[src/rtl/i3c_pkg.sv]
// Shared I3C controller package.
// Holds the table-memory FSM state type and the DAT/DCT table instance constants.
package i3c_pkg;

  // Table memory controller states.
  typedef enum logic [1:0] {
    INIT  = 2'd0,
    IDLE  = 2'd1,
    DRAIN = 2'd2
  } table_mem_state_e;

  // DAT/DCT instance geometry.
  localparam int unsigned DatWidth      = 64;
  localparam int unsigned DctWidth      = 128;
  localparam int unsigned TableMaskBits = 32;

endpackage

[src/rtl/i3c_rr_arbiter.sv]
// Round-robin arbiter for the table memory request channels.
// Ports:
//   clk_i, rst_ni : clock, asynchronous active-low reset
//   en_i          : arbitration enable; no grant while low
//   req_i         : per-channel requests
//   gnt_o         : one-hot grant (combinational, same cycle as request)
//   idx_o         : index of the granted channel (valid when |gnt_o)
// Priority starts at the channel after the last granted one; the pointer
// only moves when a grant is issued.
module i3c_rr_arbiter #(
  parameter int unsigned NumCh = 2,
  localparam int unsigned IdxW = (NumCh > 1) ? $clog2(NumCh) : 1
) (
  input  logic             clk_i,
  input  logic             rst_ni,
  input  logic             en_i,
  input  logic [NumCh-1:0] req_i,
  output logic [NumCh-1:0] gnt_o,
  output logic [IdxW-1:0]  idx_o
);

  logic [IdxW-1:0] ptr_q;
  logic [IdxW-1:0] cand;
  logic            found;

  // Scan channels starting from the pointer; first requester wins.
  always_comb begin
    gnt_o = '0;
    idx_o = '0;
    cand  = '0;
    found = 1'b0;
    for (int unsigned i = 0; i < NumCh; i++) begin
      cand = IdxW'((32'(ptr_q) + i) % NumCh);
      if (en_i && !found && req_i[cand]) begin
        found       = 1'b1;
        idx_o       = cand;
        gnt_o[cand] = 1'b1;
      end
    end
  end

  // Pointer moves to the channel after the one just granted.
  always_ff @(posedge clk_i or negedge rst_ni) begin
    if (!rst_ni) begin
      ptr_q <= '0;
    end else if (found) begin
      ptr_q <= IdxW'((32'(idx_o) + 1) % NumCh);
    end
  end

endmodule

[src/rtl/prim_ram_1p_adv.sv]
// Single-port synchronous RAM with bit write mask and range checking.
// Ports:
//   clk_i, rst_ni : clock, asynchronous active-low reset (read register only)
//   req_i/write_i : access strobe and direction
//   addr_i        : entry address; addresses >= Depth are out of range
//   wdata_i       : write data
//   wmask_i       : per-bit write enable
//   rdata_o       : registered read data, updated only by reads; zero when out of range
//   oob_o         : registered out-of-range flag for the last read
// Out-of-range writes are dropped. The array itself has no reset.
module prim_ram_1p_adv #(
  parameter int unsigned Width = 64,
  parameter int unsigned Depth = 16,
  localparam int unsigned AddrW = (Depth > 1) ? $clog2(Depth) : 1
) (
  input  logic             clk_i,
  input  logic             rst_ni,
  input  logic             req_i,
  input  logic             write_i,
  input  logic [AddrW-1:0] addr_i,
  input  logic [Width-1:0] wdata_i,
  input  logic [Width-1:0] wmask_i,
  output logic [Width-1:0] rdata_o,
  output logic             oob_o
);

  logic [Width-1:0] mem [Depth];
  logic             in_range;

  assign in_range = 32'(addr_i) < Depth;

  // Masked write port.
  always_ff @(posedge clk_i) begin
    if (req_i && write_i && in_range) begin
      mem[addr_i] <= (mem[addr_i] & ~wmask_i) | (wdata_i & wmask_i);
    end
  end

  // Read register holds until the next read.
  always_ff @(posedge clk_i or negedge rst_ni) begin
    if (!rst_ni) begin
      rdata_o <= '0;
      oob_o   <= 1'b0;
    end else if (req_i && !write_i) begin
      rdata_o <= in_range ? mem[addr_i] : '0;
      oob_o   <= !in_range;
    end
  end

endmodule

[src/rtl/i3c_table_mem.sv]
// Multi-requester table memory for the I3C controller (DAT, DCT, ...).
// Round-robin arbitrates NumCh channels onto one single-port array, returns
// read data one cycle after the grant, and zeroises the table after reset
// and on init_req_i.
// Ports:
//   clk_i, rst_ni   : clock, asynchronous active-low reset
//   req_i, write_i  : per-channel request / direction (held until granted)
//   addr_i          : per-channel entry address, NumCh*AddrW
//   wdata_i         : per-channel write data, NumCh*Width
//   wmask_i         : per-channel lane write enables, NumCh*NumLanes
//   gnt_o           : one-hot grant, same cycle as the accepted request
//   rvalid_o        : one-hot read valid, one cycle after a read grant
//   rdata_o         : shared read data, holds until the next read completes
//   rerror_o        : read error, qualified by any rvalid_o bit
//   init_req_i      : pulse to zeroise the whole table
//   init_done_o     : table usable; low while zeroising
// Build option: define I3C_TABLE_MEM_PARITY_EN to store one even-parity bit
// per lane and flag lane parity mismatches on rerror_o.
module i3c_table_mem
  import i3c_pkg::*;
#(
  parameter int unsigned Width           = 64,
  parameter int unsigned Depth           = 16,
  parameter int unsigned DataBitsPerMask = 32,
  parameter int unsigned NumCh           = 2,
  localparam int unsigned AddrW          = (Depth > 1) ? $clog2(Depth) : 1,
  localparam int unsigned NumLanes       = Width / DataBitsPerMask
) (
  input  logic                      clk_i,
  input  logic                      rst_ni,
  input  logic [NumCh-1:0]          req_i,
  input  logic [NumCh-1:0]          write_i,
  input  logic [NumCh*AddrW-1:0]    addr_i,
  input  logic [NumCh*Width-1:0]    wdata_i,
  input  logic [NumCh*NumLanes-1:0] wmask_i,
  output logic [NumCh-1:0]          gnt_o,
  output logic [NumCh-1:0]          rvalid_o,
  output logic [Width-1:0]          rdata_o,
  output logic                      rerror_o,
  input  logic                      init_req_i,
  output logic                      init_done_o
);

  localparam int unsigned IdxW = (NumCh > 1) ? $clog2(NumCh) : 1;
`ifdef I3C_TABLE_MEM_PARITY_EN
  localparam int unsigned RamW = Width + NumLanes;
`else
  localparam int unsigned RamW = Width;
`endif

  table_mem_state_e state_q, state_d;
  logic [AddrW-1:0] init_addr_q, init_addr_d;
  logic             arb_en;
  logic [IdxW-1:0]  gnt_idx;

  logic [AddrW-1:0]    sel_addr;
  logic [Width-1:0]    sel_wdata;
  logic [NumLanes-1:0] sel_wmask;
  logic                sel_write;

  logic             ram_req;
  logic             ram_write;
  logic [AddrW-1:0] ram_addr;
  logic [RamW-1:0]  ram_wdata;
  logic [RamW-1:0]  ram_bmask;
  logic [RamW-1:0]  ram_rdata;
  logic             ram_oob;
  logic             par_err;

  // Grants only in IDLE, and never in the cycle an init request is seen.
  assign arb_en = init_done_o & ~init_req_i;

  i3c_rr_arbiter #(
    .NumCh (NumCh)
  ) u_arb (
    .clk_i  (clk_i),
    .rst_ni (rst_ni),
    .en_i   (arb_en),
    .req_i  (req_i),
    .gnt_o  (gnt_o),
    .idx_o  (gnt_idx)
  );

  // Fields of the granted channel.
  assign sel_addr  = addr_i[32'(gnt_idx)*AddrW +: AddrW];
  assign sel_wdata = wdata_i[32'(gnt_idx)*Width +: Width];
  assign sel_wmask = wmask_i[32'(gnt_idx)*NumLanes +: NumLanes];
  assign sel_write = write_i[gnt_idx];

  // Next-state logic: zeroise sweep, idle arbitration, read drain.
  always_comb begin
    state_d     = state_q;
    init_addr_d = init_addr_q;
    unique case (state_q)
      INIT: begin
        if (init_addr_q == AddrW'(Depth - 1)) begin
          state_d     = IDLE;
          init_addr_d = '0;
        end else begin
          init_addr_d = init_addr_q + AddrW'(1);
        end
      end
      IDLE: begin
        if (init_req_i) begin
          state_d = (|rvalid_o) ? DRAIN : INIT;
        end
      end
      DRAIN:   state_d = INIT;
      default: state_d = INIT;
    endcase
  end

  always_ff @(posedge clk_i or negedge rst_ni) begin
    if (!rst_ni) begin
      state_q     <= INIT;
      init_addr_q <= '0;
      init_done_o <= 1'b0;
      rvalid_o    <= '0;
    end else begin
      state_q     <= state_d;
      init_addr_q <= init_addr_d;
      init_done_o <= (state_d == IDLE);
      rvalid_o    <= gnt_o & ~write_i;
    end
  end

  // Array port mux: the zeroise sweep owns the port in INIT.
  assign ram_req   = (state_q == INIT) | (|gnt_o);
  assign ram_write = (state_q == INIT) | sel_write;
  assign ram_addr  = (state_q == INIT) ? init_addr_q : sel_addr;

  // Expand lane enables to a bit mask; parity bits travel with their lane.
  always_comb begin
    ram_wdata = '0;
    ram_bmask = '0;
    for (int unsigned l = 0; l < NumLanes; l++) begin
      ram_wdata[l*DataBitsPerMask +: DataBitsPerMask] =
        sel_wdata[l*DataBitsPerMask +: DataBitsPerMask];
      ram_bmask[l*DataBitsPerMask +: DataBitsPerMask] = {DataBitsPerMask{sel_wmask[l]}};
`ifdef I3C_TABLE_MEM_PARITY_EN
      ram_wdata[Width+l] = ^sel_wdata[l*DataBitsPerMask +: DataBitsPerMask];
      ram_bmask[Width+l] = sel_wmask[l];
`endif
    end
    // All-zero data has zero even parity, so the sweep writes consistent entries.
    if (state_q == INIT) begin
      ram_wdata = '0;
      ram_bmask = '1;
    end
  end

  prim_ram_1p_adv #(
    .Width (RamW),
    .Depth (Depth)
  ) u_ram (
    .clk_i   (clk_i),
    .rst_ni  (rst_ni),
    .req_i   (ram_req),
    .write_i (ram_write),
    .addr_i  (ram_addr),
    .wdata_i (ram_wdata),
    .wmask_i (ram_bmask),
    .rdata_o (ram_rdata),
    .oob_o   (ram_oob)
  );

`ifdef I3C_TABLE_MEM_PARITY_EN
  // Any lane whose data plus parity bit has odd weight is corrupt.
  always_comb begin
    par_err = 1'b0;
    for (int unsigned l = 0; l < NumLanes; l++) begin
      par_err = par_err |
        (^{ram_rdata[Width+l], ram_rdata[l*DataBitsPerMask +: DataBitsPerMask]});
    end
  end
`else
  assign par_err = 1'b0;
`endif

  assign rdata_o  = ram_rdata[Width-1:0];
  assign rerror_o = ram_oob | par_err;

endmodule

[config.mk]
export PLATFORM = sky130hd
export DESIGN_NAME = i3c_table_mem
export DESIGN_NICKNAME = d
export VERILOG_FILES = /design/src/rtl/i3c_pkg.sv /design/src/rtl/i3c_rr_arbiter.sv /design/src/rtl/prim_ram_1p_adv.sv /design/src/rtl/i3c_table_mem.sv
export SDC_FILE = /design/constraint.sdc
export NUM_CORES = 1
export LEC_CHECK = 0
export CAP_MARGIN = 40
export CORE_MARGIN = 2
export CORE_UTILIZATION = 45
export DETAILED_ROUTE_END_ITERATION = 10
export RECOVER_POWER = 100
export SYNTH_ARGS = -nofsm -noshare
export SYNTH_HDL_FRONTEND = slang
export SYNTH_SLANG_ARGS = --single-unit
[constraint.sdc]
create_clock -name clk_i -period 4.9 [get_ports clk_i]
set_input_delay 0.49 -clock clk_i [delete_from_list [all_inputs] [get_ports clk_i]]
set_output_delay 0.49 -clock clk_i [all_outputs]
set_load 0.005 [all_outputs]
* Word level (Yosys, flattened, before mapping)
Memories as Yosys holds them, arrays and structs flattened. Cells that the tools add are included.
Storage, ports and cells: output and inout bits 70, input bits 147, bits in writable memories 1024, register bits after elaboration 74, logic and storage cells 70, memories kept 1
Memory list:
- u_ram.mem | words 16, bits a word 64, rd ports 1, clocked after Yosys merged registers in 0, write ports 1, RTL line prim_ram_1p_adv.sv:27 | logic [Width-1:0] mem [Depth];
Operators by class: equal/unequal tests 3, shift operators 3, $add $sub $neg 3, order comparisons 5, reduce and logical (&&, ||, !) cells 12, bitwise gates (word level) 11, multiplexer cells 26
Operators with widths (count):
- bitwise AND 64 bit | 2
- 2-to-1 mux 64 bit | 2
- indexed part select 128 x 8 -> 64 bit | 1
- NOT 64 bit | 1
- OR 64 bit | 1
- 2-to-1 mux 1 bit | 14
- 2-to-1 mux 2 bit | 5
- 2-to-1 mux 4 bit | 2
- indexed part select 8 x 4 -> 4 bit | 1
- logical AND 1 bit | 7
- less-than comparator 1 x 2 -> 1 bit (second input constant) | 3
- adder 4 x 1 -> 4 bit (second input constant) | 1
- equality test 2 x 1 -> 1 bit (second input constant) | 2
- equality test 4 bit (second input constant) | 1
- one-hot mux 2 bit (2 select lines) | 1
- OR reduction 2 bit | 2
- indexed part select 4 x 3 -> 2 bit | 1
- adder 1 bit (second input constant) | 2
- bitwise AND 2 bit | 1
- demux 1 bit (select 1 bit) | 2
- >= comparator 1 bit (second input constant) | 2
- zero test 1 bit | 2
- zero test 2 bit | 1
- NOT 2 bit | 1
- other kinds (4) | 5

* Depth between registers and ports, before layout
word-level depth 14, depth in mapped cells 12, depth with buffers taken out 8

* Hierarchy
From an unflattened synthesis, not the netlist that was laid out.
Second synthesis, totals: cell total of the unflattened synthesis 2198, area total of the unflattened synthesis 45254.7 um^2
By module, submodules not included:
- prim_ram_1p_adv | cells each 1994, instances 1, sequential area each 32351.0 um^2, area each 43704.4 um^2
- i3c_table_mem | cells each 195, instances 1, sequential area each 225.2 um^2, area each 1483.9 um^2
- i3c_rr_arbiter | cells each 9, instances 1, sequential area each 25.0 um^2, area each 66.3 um^2

* Least setup slack after synthesis
Ideal clock, no wire load.
kind input port to flip-flop, from in req_i[0], to mem u_ram.mem[3][0] (enable), arrival time 5.021 ns, required time 4.413 ns, cell stages on the path 9, setup slack -0.608 ns, library setup time 0.487 ns, buffers on the path 4, cells stage by stage nor2b_1 or4_1 buf_2 and2_4 buf_6 buf_2 buf_4 or3_1 nor2_1
Between the ends: longest elaborated chain between the ends 14, elaborated cells between the ends (all ways) 24, classes of those cells 1 x shift; 14 x mux; 3 x bitwise; 6 x reduce/logical
RTL lines:
- from (decl) | RTL line i3c_table_mem.sv:31 | input logic [NumCh-1:0] req_i,
- 2-to-1 mux 1 bit (implied by the code) (2 in series) | RTL line i3c_rr_arbiter.sv:34 | if (en_i && !found && req_i[cand]) begin
- logical AND 1 bit | RTL line i3c_rr_arbiter.sv:34
- 2-to-1 mux 1 bit | RTL line i3c_rr_arbiter.sv:34
- zero test 1 bit | RTL line i3c_rr_arbiter.sv:34
- logical AND 1 bit (2 in series) | RTL line i3c_rr_arbiter.sv:34
- 2-to-1 mux 1 bit | RTL line i3c_rr_arbiter.sv:34
- 2-to-1 mux 1 bit (implied by the code) (2 in series) | RTL line i3c_table_mem.sv:88 | assign sel_write = write_i[gnt_idx];
- OR 1 bit | RTL line i3c_table_mem.sv:129 | assign ram_write = (state_q == INIT) | sel_write;
- logical AND 1 bit | RTL line prim_ram_1p_adv.sv:34 | if (req_i && write_i && in_range) begin
- 2-to-1 mux 1 bit | RTL line prim_ram_1p_adv.sv:34
- 2-to-1 mux 1 bit (implied by the code) | RTL line prim_ram_1p_adv.sv:35 | mem[addr_i] <= (mem[addr_i] & ~wmask_i) | (wdata_i & wmask_i);
- to (decl) | RTL line prim_ram_1p_adv.sv:27
Parallel ways exist; a longest one is shown, timed or not. The select of a mux whose other input is x is not followed.

* Worst setup path in the final report
from reg state_q[1], to mem u_ram.mem[5][20] (enable)
Between the ends: longest elaborated chain between the ends 5, elaborated cells between the ends (all ways) 7, classes of those cells 3 x mux; 2 x bitwise; 2 x reduce/logical
RTL lines:
- from (decl) | RTL line i3c_table_mem.sv:51 | table_mem_state_e state_q, state_d;
- from (signal assigned) | RTL line i3c_table_mem.sv:120 | state_q <= state_d;
- zero test 2 bit (*) | RTL line i3c_table_mem.sv:128, i3c_table_mem.sv:129, i3c_table_mem.sv:130
- OR 1 bit (on tied branches) | RTL line i3c_table_mem.sv:128, i3c_table_mem.sv:129
- logical AND 1 bit | RTL line prim_ram_1p_adv.sv:34
- 2-to-1 mux 1 bit | RTL line prim_ram_1p_adv.sv:34
- 2-to-1 mux 1 bit (implied by the code) | RTL line prim_ram_1p_adv.sv:35
Every way passes the cells marked *; elsewhere a longest branch is shown, timed or not.

==> results.toml <==
[routing]
drtIter0Drc = 3456
detail-route-antenna-nets = 0
avgViaCountPerCell = 6.164
drc_violation_count_after_routing = 0
route.final.wire_length_mm = 137.7
wl_per_cell_um = 27.68
via_count_of_the_routed_design = 30660
drt_pre_antenna_iters = 5

[synth]
synth-seq-cells = 1098
postSynthAreaPerCell_um2 = 13.64
area_fraction_in_compound_gates_after_synthesis_pct = 14.50
synth_xor_xnor_area_share_pct = 0.01910
synth.distinct_cells = 56
post_synth_instance_area_um2 = 45860
synth_adder_area_share_pct = 0.02728
synth.yosys.seq_area_share_pct = 71.08
postSynth.topFlopCell = "edfxtp_1"
synth_fp_nets = 3510
yosysWarnings = 0
synth_mux_area_share_pct = 0.09003
synthSimpleGateAreaFrac_pct = 11.17
synth-edff-count = 1024
synth_async_sr_flop_share_pct = 6.740
synth_cells = 3362
combinational_family_with_the_most_area_after_synthesis = "compound AO/OA/AOI/OAI gates"

[setup_path]
timing.reg2reg.setup_slack_ns = 0.60
critical_path.endpoint_type = "flop"
crit_fanout = 44
critical_path.reg2reg.endpoint = "u_ram.mem[5][20]"
worst_setup_path_start_kind = "flop"
timing_worst_setup_path_type = "reg -> reg"
worstPathArrival_ns = 4.59
crit_path_start = "state_q[1]"
crit_end = "u_ram.mem[5][20]"
regToRegStartpoint = "state_q[1]"
timing.reg2reg.worst_path_depth = 7
worst-endpoint-required_ns = 5.19

[floorplan]
dieWidth_um = 323.2
rows = 117
core-area_um2 = 101400
initial_core_util_pct = 45.21
floorplan.die_area_um2 = 104500
io_pins = 217
floorplan.die.height_um = 323.2

[power]
power_switching_w = 0.01430
internal_power_w = 0.02312
clock_network_power_share_pct = 22.9
power.share.switching_pct = 38.22
power.ir.vdd_worst_mv = 0.6358
p_total_w = 0.03742
pwr-share-comb_pct = 40.1
p_per_area_nw_per_um2 = 699.8
share_seq_of_total_power_pct = 37.0
power.leakage_nw = 19.10

[timing]
min_period_over_period_pct = 87.71
worst-slew-pin-transition_ns = 2.159
worst_clock_skew_ns = 0.02255
unrepaired_setup_endpoints_after_global_routing = "no"
post-route-min-period_ns = 4.298
setup_viol_count_final = 0
timing.final.hold_violations = 0
max_slew_margin_pct = -43.94
fmax_achieved_mhz = 232.7
postLayoutSetupSlackWorst_ns = 0.6022
slew_viol_final = 178

[place]
gpl_congestion = 0.8054
dp_cells = 4763
dpl_worst_slack_ns = 0.5791
numPortBuffers = 215
hpwlAfterDp_mm = 71.84

[layout]
layout-drive-gt1-share_pct = 10.41
layout_commonest_cell = "edfxtp_1"
stdcell_count = 4974
commonest_non_fill_non_tap_cells_in_the_layout = "1024 x edfxtp_1, 660 x nand2_1, 254 x and3_1"
design.final.nets = 3657
post-route-util_pct = 52.71
synthToLayoutAreaGrowth_pct = 16.60

[clock_tree]
clock_sinks = 1098
cts.repair_timing.setup_buffer_count = 0
postCtsHoldBufs = 1
clk_slew_on_worst_s_h_paths_ns = 0.06
cts_h_tree_depth = 3
cts_buffers = 111
tritoncts = "yes"
maximum_root_to_sink_buffer_count = 3
worstSkewPairLatency_ns = 0.70
clockRootBuffer = "clkbuf_16"
cts_resized = 0

[global_routing]
first_global_vias = 29790
wire_length_of_the_first_global_routing_pass_mm = 200.4
globalRoute.totalOverflow = 0
grt_max_degree = 147
grt_antenna_before_repair = 4
tot_gr_track_use_pct = 26.08

[run_status]
outcome = "finished, violations left"
violations = "max-capacitance violations, max-slew violations"

[hold_path]
hold_depth = 3
worstHoldStart = "init_req_i"
hp-class = "in -> reg"

[run]
maxCapViolCount = 6
[kinds of logic (layout without fill, tap and decap cells)]
logic type,Yosys count,in the layout
xor gates and xnor gates,1,1
adders and majority gates,1,1
buffers and inverters,296,538
and+or+nand+nor,1104,1104
DFF,1098,1098
muxes,4,4
AOI/OAI and AO/OA,857,857
other,1,3
[critical path, cell delays in order (launching register included)]
cell	delay [ns]
dfrtp_1	0.65
or2_2	0.40
nand3_1	0.28
o21ai_4	0.20
clkbuf_2	0.87
nand2_1	0.35
nor2_4	0.18
clkbuf_4	0.91
[cells in the mapped netlist, drive strengths merged, types with 2 or more instances]
cell type	count	area share (%)
a221oi	63	1.2
and2	2	0.033
a31oi	4	0.055
nor3	3	0.044
a311o	126	2.8
or3	69	0.94
a21oi	134	1.5
or2	3	0.041
o21ai	8	0.087
o22ai	65	0.89
dfrtp	74	4.0
nand3	69	0.75
a211oi	253	4.1
o211ai	2	0.033
nand2	664	5.5
and3	254	3.5
clkbuf	184	1.5
nor2b	4	0.055
a22o	63	1.2
o21a	2	0.033
nor2	28	0.23
or4	4	0.065
mux2i	3	0.065
o21ba	2	0.044
buf	111	1.6
edfxtp	1024	67
a21o	2	0.033
a31o	127	2.4
[per-stage QoR]
stage                     TNS [ns]  cell area, um^2  hold WS [ns]
after floorplan            -361.92            45880        0.1944
after global placement           0            50010        0.4512
after detailed placement         0            50040        0.4627
after CTS                        0            53750        0.2570
after global routing             0            53470        0.5168
final                            0            53480        0.4859
[sequential cells by signal, indices dropped and copies added (netlist names)]
signal,count
u_ram.mem,1024
init_done_o,1
u_ram.rdata_o,64
state_q,2
init_addr_q,4
rvalid_o,2
u_arb.ptr_q,1
[worst min path at each step]
stage / endpoint / slack (ns)
global placement: u_ram.rdata_o[61] / 0.45
detailed placement: u_ram.rdata_o[61] / 0.46
finish: state_q[1] / 0.49
floorplan: init_addr_q[0] / 0.19
global route: u_ram.rdata_o[38] / 0.52
CTS: u_ram.rdata_o[0] / 0.26
[power groups by stage]
| stage | Clock, W | Combinational (W) | Sequential [W] |
|---|---|---|---|
| after CTS | 0.00868 | 0.0152 | 0.0138 |
| after detailed placement | 0 | 0.0151 | 0.0140 |
| after floorplan | 0 | 0.00957 | 0.0140 |
| after global placement | 0 | 0.0150 | 0.0140 |
| after global routing | 0.00907 | 0.0160 | 0.0140 |
| final | 0.00858 | 0.0150 | 0.0139 |
[metal layers]
layer | wire length, um | part of all wire [%] | global-route usage (%) | vias up
met4 | 3650 | 2.7 | 7.618 | 2
met3 | 12250 | 8.9 | 4.740 | 232
li1 | - | - | - | 13480
met5 | 13 | 0.0094 | 0 | -
met2 | 64390 | 47 | 41.89 | 1408
met1 | 57380 | 42 | 36.36 | 15540
[area by class of cell]
cell class,count,area [um^2]
antenna,2,5.005
clock buffer,158,3127
clock inverter,50,571.8
fill,8384,47970
inverter,1,5.005
multi-input combinational,1968,11950
sequential,1098,32600
tap,1368,1712
timing repair buffer,329,3500
No activity file was read; power rests on OpenSTA's default activity.
